<file path="config.mk">
export PLATFORM = sky130hd
export DESIGN_NAME = video_capture_writer
export DESIGN_NICKNAME = d
export VERILOG_FILES = /design/src/rtl/video_capture_writer_pkg.sv /design/src/rtl/capture_window.sv /design/src/rtl/video_capture_writer.sv
export SDC_FILE = /design/constraint.sdc
export NUM_CORES = 1
export LEC_CHECK = 0
export ABC_AREA = 1
export CAP_MARGIN = 20
export CORE_ASPECT_RATIO = 1.1
export CORE_UTILIZATION = 45
export DETAILED_ROUTE_END_ITERATION = 16
export PLACE_DENSITY = 0.73
export REMOVE_ABC_BUFFERS = 1
export SKIP_LAST_GASP = 1
export SYNTH_ARGS = -nofsm -noshare
export SYNTH_HDL_FRONTEND = slang
export SYNTH_HIERARCHICAL = 1
export SYNTH_SLANG_ARGS = --single-unit
</file>
<file path="constraint.sdc">
create_clock -name clock -period 5.7 [get_ports clock]
set_input_delay 1.14 -clock clock [delete_from_list [all_inputs] [get_ports clock]]
set_output_delay 1.14 -clock clock [all_outputs]
set_load 0.01 [all_outputs]
</file>
<file path="src/rtl/video_capture_writer_pkg.sv">
// Shared video capture config: default capture window, FSM encoding, line length helper.
// The reader side imports the same package so both agree on the RAM layout.
package video_capture_writer_pkg;

  localparam int DEF_H_CAPTURE_START = 0;
  localparam int DEF_H_CAPTURE_END   = 720;
  localparam int DEF_V_CAPTURE_START = 0;
  localparam int DEF_V_CAPTURE_END   = 480;
  localparam int DEF_FIELD0_END      = 240;
  localparam int DEF_FIELD1_START    = 263;
  localparam int DEF_LINE_SLOTS      = 16;
  localparam int DEF_TRIGGER_LINES   = 2;

  typedef enum logic [1:0] {
    ST_IDLE,
    ST_WAIT_LINES,
    ST_TRIGGERED
  } cap_state_e;

  function automatic int line_len(input int h_start, input int h_end);
    return h_end - h_start;
  endfunction

endpackage

</file>
<file path="src/rtl/capture_window.sv">
// Registered raster decode: in-window, field, end-of-line and frame/field start flags.
module capture_window
  import video_capture_writer_pkg::*;
#(
  parameter int CNT_WIDTH       = 12,
  parameter int H_CAPTURE_START = DEF_H_CAPTURE_START,
  parameter int H_CAPTURE_END   = DEF_H_CAPTURE_END,
  parameter int V_CAPTURE_START = DEF_V_CAPTURE_START,
  parameter int V_CAPTURE_END   = DEF_V_CAPTURE_END,
  parameter int FIELD0_END      = DEF_FIELD0_END,
  parameter int FIELD1_START    = DEF_FIELD1_START
) (
  input  logic                 clock,
  input  logic                 reset,
  input  logic [CNT_WIDTH-1:0] counterX,
  input  logic [CNT_WIDTH-1:0] counterY,
  input  logic                 interlaced,
  output logic                 in_win,
  output logic                 fld,
  output logic                 last_px,
  output logic                 frame_start,
  output logic                 field_start,
  output logic [CNT_WIDTH-1:0] xoff
);
  localparam logic [CNT_WIDTH:0]   HS  = (CNT_WIDTH+1)'(H_CAPTURE_START);
  localparam logic [CNT_WIDTH:0]   VS  = (CNT_WIDTH+1)'(V_CAPTURE_START);
  localparam logic [CNT_WIDTH-1:0] HE  = CNT_WIDTH'(H_CAPTURE_END);
  localparam logic [CNT_WIDTH-1:0] HL  = CNT_WIDTH'(H_CAPTURE_END - 1);
  localparam logic [CNT_WIDTH-1:0] VE  = CNT_WIDTH'(V_CAPTURE_END);
  localparam logic [CNT_WIDTH-1:0] F0E = CNT_WIDTH'(FIELD0_END);
  localparam logic [CNT_WIDTH-1:0] F1S = CNT_WIDTH'(FIELD1_START);

  // lower bounds via borrow bit so a zero start never becomes a constant compare
  logic [CNT_WIDTH:0] dx, dy;
  logic h_ok, p_ok, f0, f1, win_c;

  assign dx    = {1'b0, counterX} - HS;
  assign dy    = {1'b0, counterY} - VS;
  assign h_ok  = !dx[CNT_WIDTH] && (counterX < HE);
  assign p_ok  = !dy[CNT_WIDTH] && (counterY < VE);
  assign f0    = counterY < F0E;
  assign f1    = (counterY >= F1S) && (counterY < VE);
  assign win_c = h_ok && (interlaced ? (f0 || f1) : p_ok);

  always_ff @(posedge clock) begin
    if (reset) begin
      in_win      <= 1'b0;
      fld         <= 1'b0;
      last_px     <= 1'b0;
      frame_start <= 1'b0;
      field_start <= 1'b0;
      xoff        <= '0;
    end else begin
      in_win      <= win_c;
      fld         <= interlaced && f1;
      last_px     <= counterX == HL;
      frame_start <= (counterX == '0) && (counterY == '0);
      field_start <= interlaced && (counterX == '0) && (counterY == F1S);
      xoff        <= dx[CNT_WIDTH-1:0];
    end
  end

endmodule

</file>
<file path="src/rtl/video_capture_writer.sv">
// Writes the captured raster window into a ring of line slots and pulses
// starttrigger once TRIGGER_LINES lines of the frame/field are in RAM.
module video_capture_writer
  import video_capture_writer_pkg::*;
#(
  parameter int DATA_WIDTH      = 24,
  parameter int ADDR_WIDTH      = 14,
  parameter int CNT_WIDTH       = 12,
  parameter int H_CAPTURE_START = DEF_H_CAPTURE_START,
  parameter int H_CAPTURE_END   = DEF_H_CAPTURE_END,
  parameter int V_CAPTURE_START = DEF_V_CAPTURE_START,
  parameter int V_CAPTURE_END   = DEF_V_CAPTURE_END,
  parameter int FIELD0_END      = DEF_FIELD0_END,
  parameter int FIELD1_START    = DEF_FIELD1_START,
  parameter int LINE_SLOTS      = DEF_LINE_SLOTS,
  parameter int TRIGGER_LINES   = DEF_TRIGGER_LINES
) (
  input  logic                  clock,
  input  logic                  reset,
  input  logic [DATA_WIDTH-1:0] pixel,
  input  logic [CNT_WIDTH-1:0]  counterX,
  input  logic [CNT_WIDTH-1:0]  counterY,
  input  logic                  line_doubler,
  input  logic                  enable,
  output logic [DATA_WIDTH-1:0] wrdata,
  output logic [ADDR_WIDTH-1:0] wraddr,
  output logic                  wren,
  output logic                  starttrigger,
  output logic                  field
);
  localparam int LINE_LEN = line_len(H_CAPTURE_START, H_CAPTURE_END);
  localparam int SLOT_W   = (LINE_SLOTS > 1) ? $clog2(LINE_SLOTS) : 1;
  localparam int LCNT_W   = $clog2(TRIGGER_LINES + 1);
  localparam int STAGES   = 2;

  if (longint'(LINE_SLOTS) * LINE_LEN > (longint'(1) << ADDR_WIDTH)) begin : g_addr_check
    $error("LINE_SLOTS*LINE_LEN does not fit in ADDR_WIDTH");
  end

  // mode is sampled at frame start; the frame-start pixel itself already uses the new mode
  logic frame_in, en_q, ld_q, en_eff, ld_eff;
  assign frame_in = (counterX == '0) && (counterY == '0);
  assign en_eff   = frame_in ? enable : en_q;
  assign ld_eff   = frame_in ? line_doubler : ld_q;

  always_ff @(posedge clock) begin
    if (reset) begin
      en_q <= 1'b0;
      ld_q <= 1'b0;
    end else if (frame_in) begin
      en_q <= enable;
      ld_q <= line_doubler;
    end
  end

  logic                 s1_win, s1_fld, s1_last, s1_frame, s1_field;
  logic [CNT_WIDTH-1:0] s1_xoff;
  logic [DATA_WIDTH-1:0] s1_pix;
  logic [STAGES-1:0]    vld_pipe;

  capture_window #(
    .CNT_WIDTH      (CNT_WIDTH),
    .H_CAPTURE_START(H_CAPTURE_START),
    .H_CAPTURE_END  (H_CAPTURE_END),
    .V_CAPTURE_START(V_CAPTURE_START),
    .V_CAPTURE_END  (V_CAPTURE_END),
    .FIELD0_END     (FIELD0_END),
    .FIELD1_START   (FIELD1_START)
  ) u_win (
    .clock      (clock),
    .reset      (reset),
    .counterX   (counterX),
    .counterY   (counterY),
    .interlaced (ld_eff),
    .in_win     (s1_win),
    .fld        (s1_fld),
    .last_px    (s1_last),
    .frame_start(s1_frame),
    .field_start(s1_field),
    .xoff       (s1_xoff)
  );

  logic wr1;
  assign wr1  = vld_pipe[0] && s1_win;
  assign wren = vld_pipe[1];

  logic [SLOT_W-1:0]     slot, slot_base, slot_n;
  logic [ADDR_WIDTH-1:0] addr_c;

  always_comb begin
    slot_base = (s1_frame || s1_field) ? '0 : slot;
    slot_n    = slot_base;
    if (wr1 && s1_last)
      slot_n = (slot_base == SLOT_W'(LINE_SLOTS - 1)) ? '0 : slot_base + SLOT_W'(1);
  end

  assign addr_c = ADDR_WIDTH'(slot_base) * ADDR_WIDTH'(LINE_LEN) + ADDR_WIDTH'(s1_xoff);

  cap_state_e        state, state_n;
  logic [LCNT_W-1:0] lines, lines_n;
  logic              trig_n;

  always_ff @(posedge clock) begin
    if (reset) begin
      state <= ST_IDLE;
      lines <= '0;
    end else begin
      state <= state_n;
      lines <= lines_n;
    end
  end

  // restart first, then count the line that may complete in the same cycle
  always_comb begin
    state_n = state;
    lines_n = lines;
    trig_n  = 1'b0;
    if (s1_frame) begin
      state_n = vld_pipe[0] ? ST_WAIT_LINES : ST_IDLE;
      lines_n = '0;
    end else if (s1_field && state != ST_IDLE) begin
      state_n = ST_WAIT_LINES;
      lines_n = '0;
    end
    if (state_n == ST_WAIT_LINES && wr1 && s1_last) begin
      lines_n = lines_n + LCNT_W'(1);
      if (lines_n == LCNT_W'(TRIGGER_LINES)) begin
        state_n = ST_TRIGGERED;
        trig_n  = 1'b1;
      end
    end
  end

  always_ff @(posedge clock) begin
    if (reset) begin
      vld_pipe     <= '0;
      s1_pix       <= '0;
      slot         <= '0;
      wrdata       <= '0;
      wraddr       <= '0;
      starttrigger <= 1'b0;
      field        <= 1'b0;
    end else begin
      vld_pipe     <= {wr1, en_eff};
      s1_pix       <= pixel;
      slot         <= slot_n;
      starttrigger <= trig_n;
      if (wr1) begin
        wrdata <= s1_pix;
        wraddr <= addr_c;
        field  <= s1_fld;
      end
    end
  end

endmodule

</file>
==> results.md <==
* DR iter-0 viols at 100
* Port buffer count at 92
* Status: completed
* Area Growth Syn to Fin at 30.7%
* Required time of the critical path at 5.95 ns
* Width of the die at 92.7 microns
* Slew margin rel. at 57.9%
* Hold Fails Final Rpt at 0
* Critical-path top delay cell: fa_1
* Ys Warns at 6
* Cell count after synthesis at 543
* Unrepaired setup endpoints after global routing: false
* Met1 Resource Use GR at 22.2%
* Resize count post-CTS at 0
* CTS Root Cell: clkbuf_8
* Avg Inst Size Synth at 7.49 sq um
* Reg clk slew, reported paths at 0.10 ns
* Full die area at 9420 sq um
* Share of cells above drive strength 1 at 7.86%
* DP Wirelength at 6090 microns
* DRT antenna net count at 0
* Worst Hold Class: reg -> reg
* Max-Cap Viols at 0
* Clk_lat worst skew at 0.36 ns
* CTS tree: yes
* Row count at 36
* Fin worst setup slack at 2.29 ns
* Post-layout util at 60.2%
* Critical Path Fanout Max at 6
* CTS sink cnt at 92
* Synth cell count leaders: nor2_1 (151), dfxtp_1 (92), inv_1 (82)
* # diodes at 0
* Seq/Total Area, Yosys at 45.3%
* Total number of vias at 3523
* Vias in the first global route at 3225
* Initial antenna violation count at 0
* Ys async rst share at 0%
* Type of origin of the critical path: flop
* Met2 Usage GRT at 32.8%
* Routability cong. at 0.861
* Synth Register Bits at 92
* Slew Limit Fails at 0
* PD cells at 231 nW/um^2
* WP data arrival at 3.66 ns
* Synth top area cells: dfxtp_1 (45%), nor2_1 (14%), inv_1 (7.6%)
* Final wirelength at 8430 microns
* Grt total ovfl at 0
* Most frequent cell after synthesis: nor2_1
* Crit path largest cell delay at 0.41 ns
* Largest net degree at the start of global routing at 54
* Top cell type's share of synthesized area at 45.3%
* # setup viols final at 0
* # hold bufs at CTS at 0
* # nets final at 703
* IO Count at 93
* Synth area leader: dfxtp_1
* Number of enable flip-flop cells after synthesis at 0
* Pleak at 0.00246 uW
* CTS Buffer Depth at 2
* Starting density of the core at 46.1%
* Clock Skews at 0.00963 ns
* Die span in y at 102 microns
* Worst setup EP type: flop
* Setup TNS at 0 ns
* Post-DR vias/cell at 4.70
* Crit path kind: reg -> reg
* Critical Path, Cell by Cell: nor2_4, nand2_1, nor2_1, nor2_1, ha_1, ha_1, fa_1, nand3_1, nand2_1, xor2_1, ha_1, nand2_1, inv_1, a221oi_1, a21oi_1, o21ai_1, inv_1
* Pre-Repair DR Iteration Count at 6
* CORE AREA at 8830 sq um
* Post-CTS Setup Inserts at 0
* Peak supply drop at 0.000140 V
* M3 GR Usage at 2.48%
* H-tree levels at 3
* First-pass GRT wire length at 14000 microns
* Post-route clock period utilization at 59.8%
* Routed length per instance at 11.2 microns
* Mapped Area at 4070 sq um
* Minimum clock period at 3.41 ns
* Achievable Freq at 0.294 GHz
* Synth unique cells at 39
* GR peak layer: met2
* Hold WS at 0.483 ns
* Ys flop type: dfxtp_1
* Pre-CTS setup slack at 2.36 ns
* TritonCTS Buffers at 9
* Drt drc at 0
* Gr usage total at 18.6%
* Slew of the pin with the lowest slew margin at 0.630 ns
-- routing by layer --
| metal | part of all wire, % | vias up |
|---|---|---|
| li1 | - | 1868 |
| met1 | 45 | 1561 |
| met2 | 50 | 79 |
| met3 | 3.0 | 15 |
| met4 | 2.3 | 0 |
| met5 | 0 | - |
-- final timing paths --
| check | cells after the start | end | slack [ns] | from |
|---|---|---|---|---|
| worst min-delay path | 2 | wrdata[3]$_SDFFE_PP0P_ | 0.48 | s1_pix[3]$_SDFF_PP0_ |
| worst min register to register | 2 | wrdata[3]$_SDFFE_PP0P_ | 0.48 | s1_pix[3]$_SDFF_PP0_ |
| worst max-delay path | 17 | wraddr[12]$_SDFFE_PP0P_ | 2.29 | u_win/field_start$_SDFF_PP0_ |
| worst max register to register | 17 | wraddr[12]$_SDFFE_PP0P_ | 2.29 | u_win/field_start$_SDFF_PP0_ |
-- metrics by stage --
| step | cells | total power, uW | area [sq um] |
|---|---|---|---|
| after floorplan | 527 | 704 | 4010 |
| after global placement | 734 | 758 | 5070 |
| after detailed placement | 734 | 760 | 5070 |
| after CTS | 749 | 1240 | 5290 |
| after global routing | 750 | 1270 | 5320 |
| final | 750 | 1230 | 5320 |
-- sequential cells by signal, summed over array words and instances (netlist names), 2 cells and up --
register,flops
wraddr,14
lines,2
u_win/xoff,12
state,2
wrdata,24
slot,4
s1_pix,24
vld_pipe,2
-- where the power goes --
| part | leakage (uW) | internal [uW] | switching [uW] |
|---|---|---|---|
| Sequential | 0.000751 | 656 | 3.45 |
| Combinational | 0.00161 | 46.7 | 41.4 |
| Clock | 0.000104 | 249 | 232 |
-- logic make-up after synthesis --
group | Yosys count | synth area share, %
multiplexers | 1 | 0.246
adder cells (fa/ha/maj) | 19 | 6.21
flip-flops | 92 | 45.3
XOR/XNOR | 8 | 1.72
buffers and inverters | 102 | 9.50
AO/OA/AOI/OAI | 69 | 9.44
AND/OR/NAND/NOR | 252 | 27.6
-- layout make-up --
class | count | area, sq um
fillers | 833 | 3510
inverters | 86 | 324
repair buffers | 94 | 951
well taps | 114 | 143
flip-flops and latches | 92 | 1840
clock inverters | 6 | 95.1
multi-input cells | 349 | 1840
clock buffers | 9 | 124
-- layout by cell type, fill, tap and decap left out, types with 7 or more instances in the layout --
master,n
nand2_2,7
inv_1,82
ha_1,17
nand2_1,44
dfxtp_1,92
clkbuf_8,9
a21oi_1,12
o21ai_0,41
clkdlybuf4s50_1,91
nand3_1,15
nor2_1,151
-- critical path: cells and delay by family, from the launching register on --
kind	cells	cell delay (ns)
DFF	1	0.34
and+or+nand+nor	7	0.91
AOI/OAI and AO/OA	3	0.57
xor gates and xnor gates	1	0.15
buffers and inverters	2	0.09
adders and majority gates	4	1.25
No activity file was read; power rests on OpenSTA's default activity.
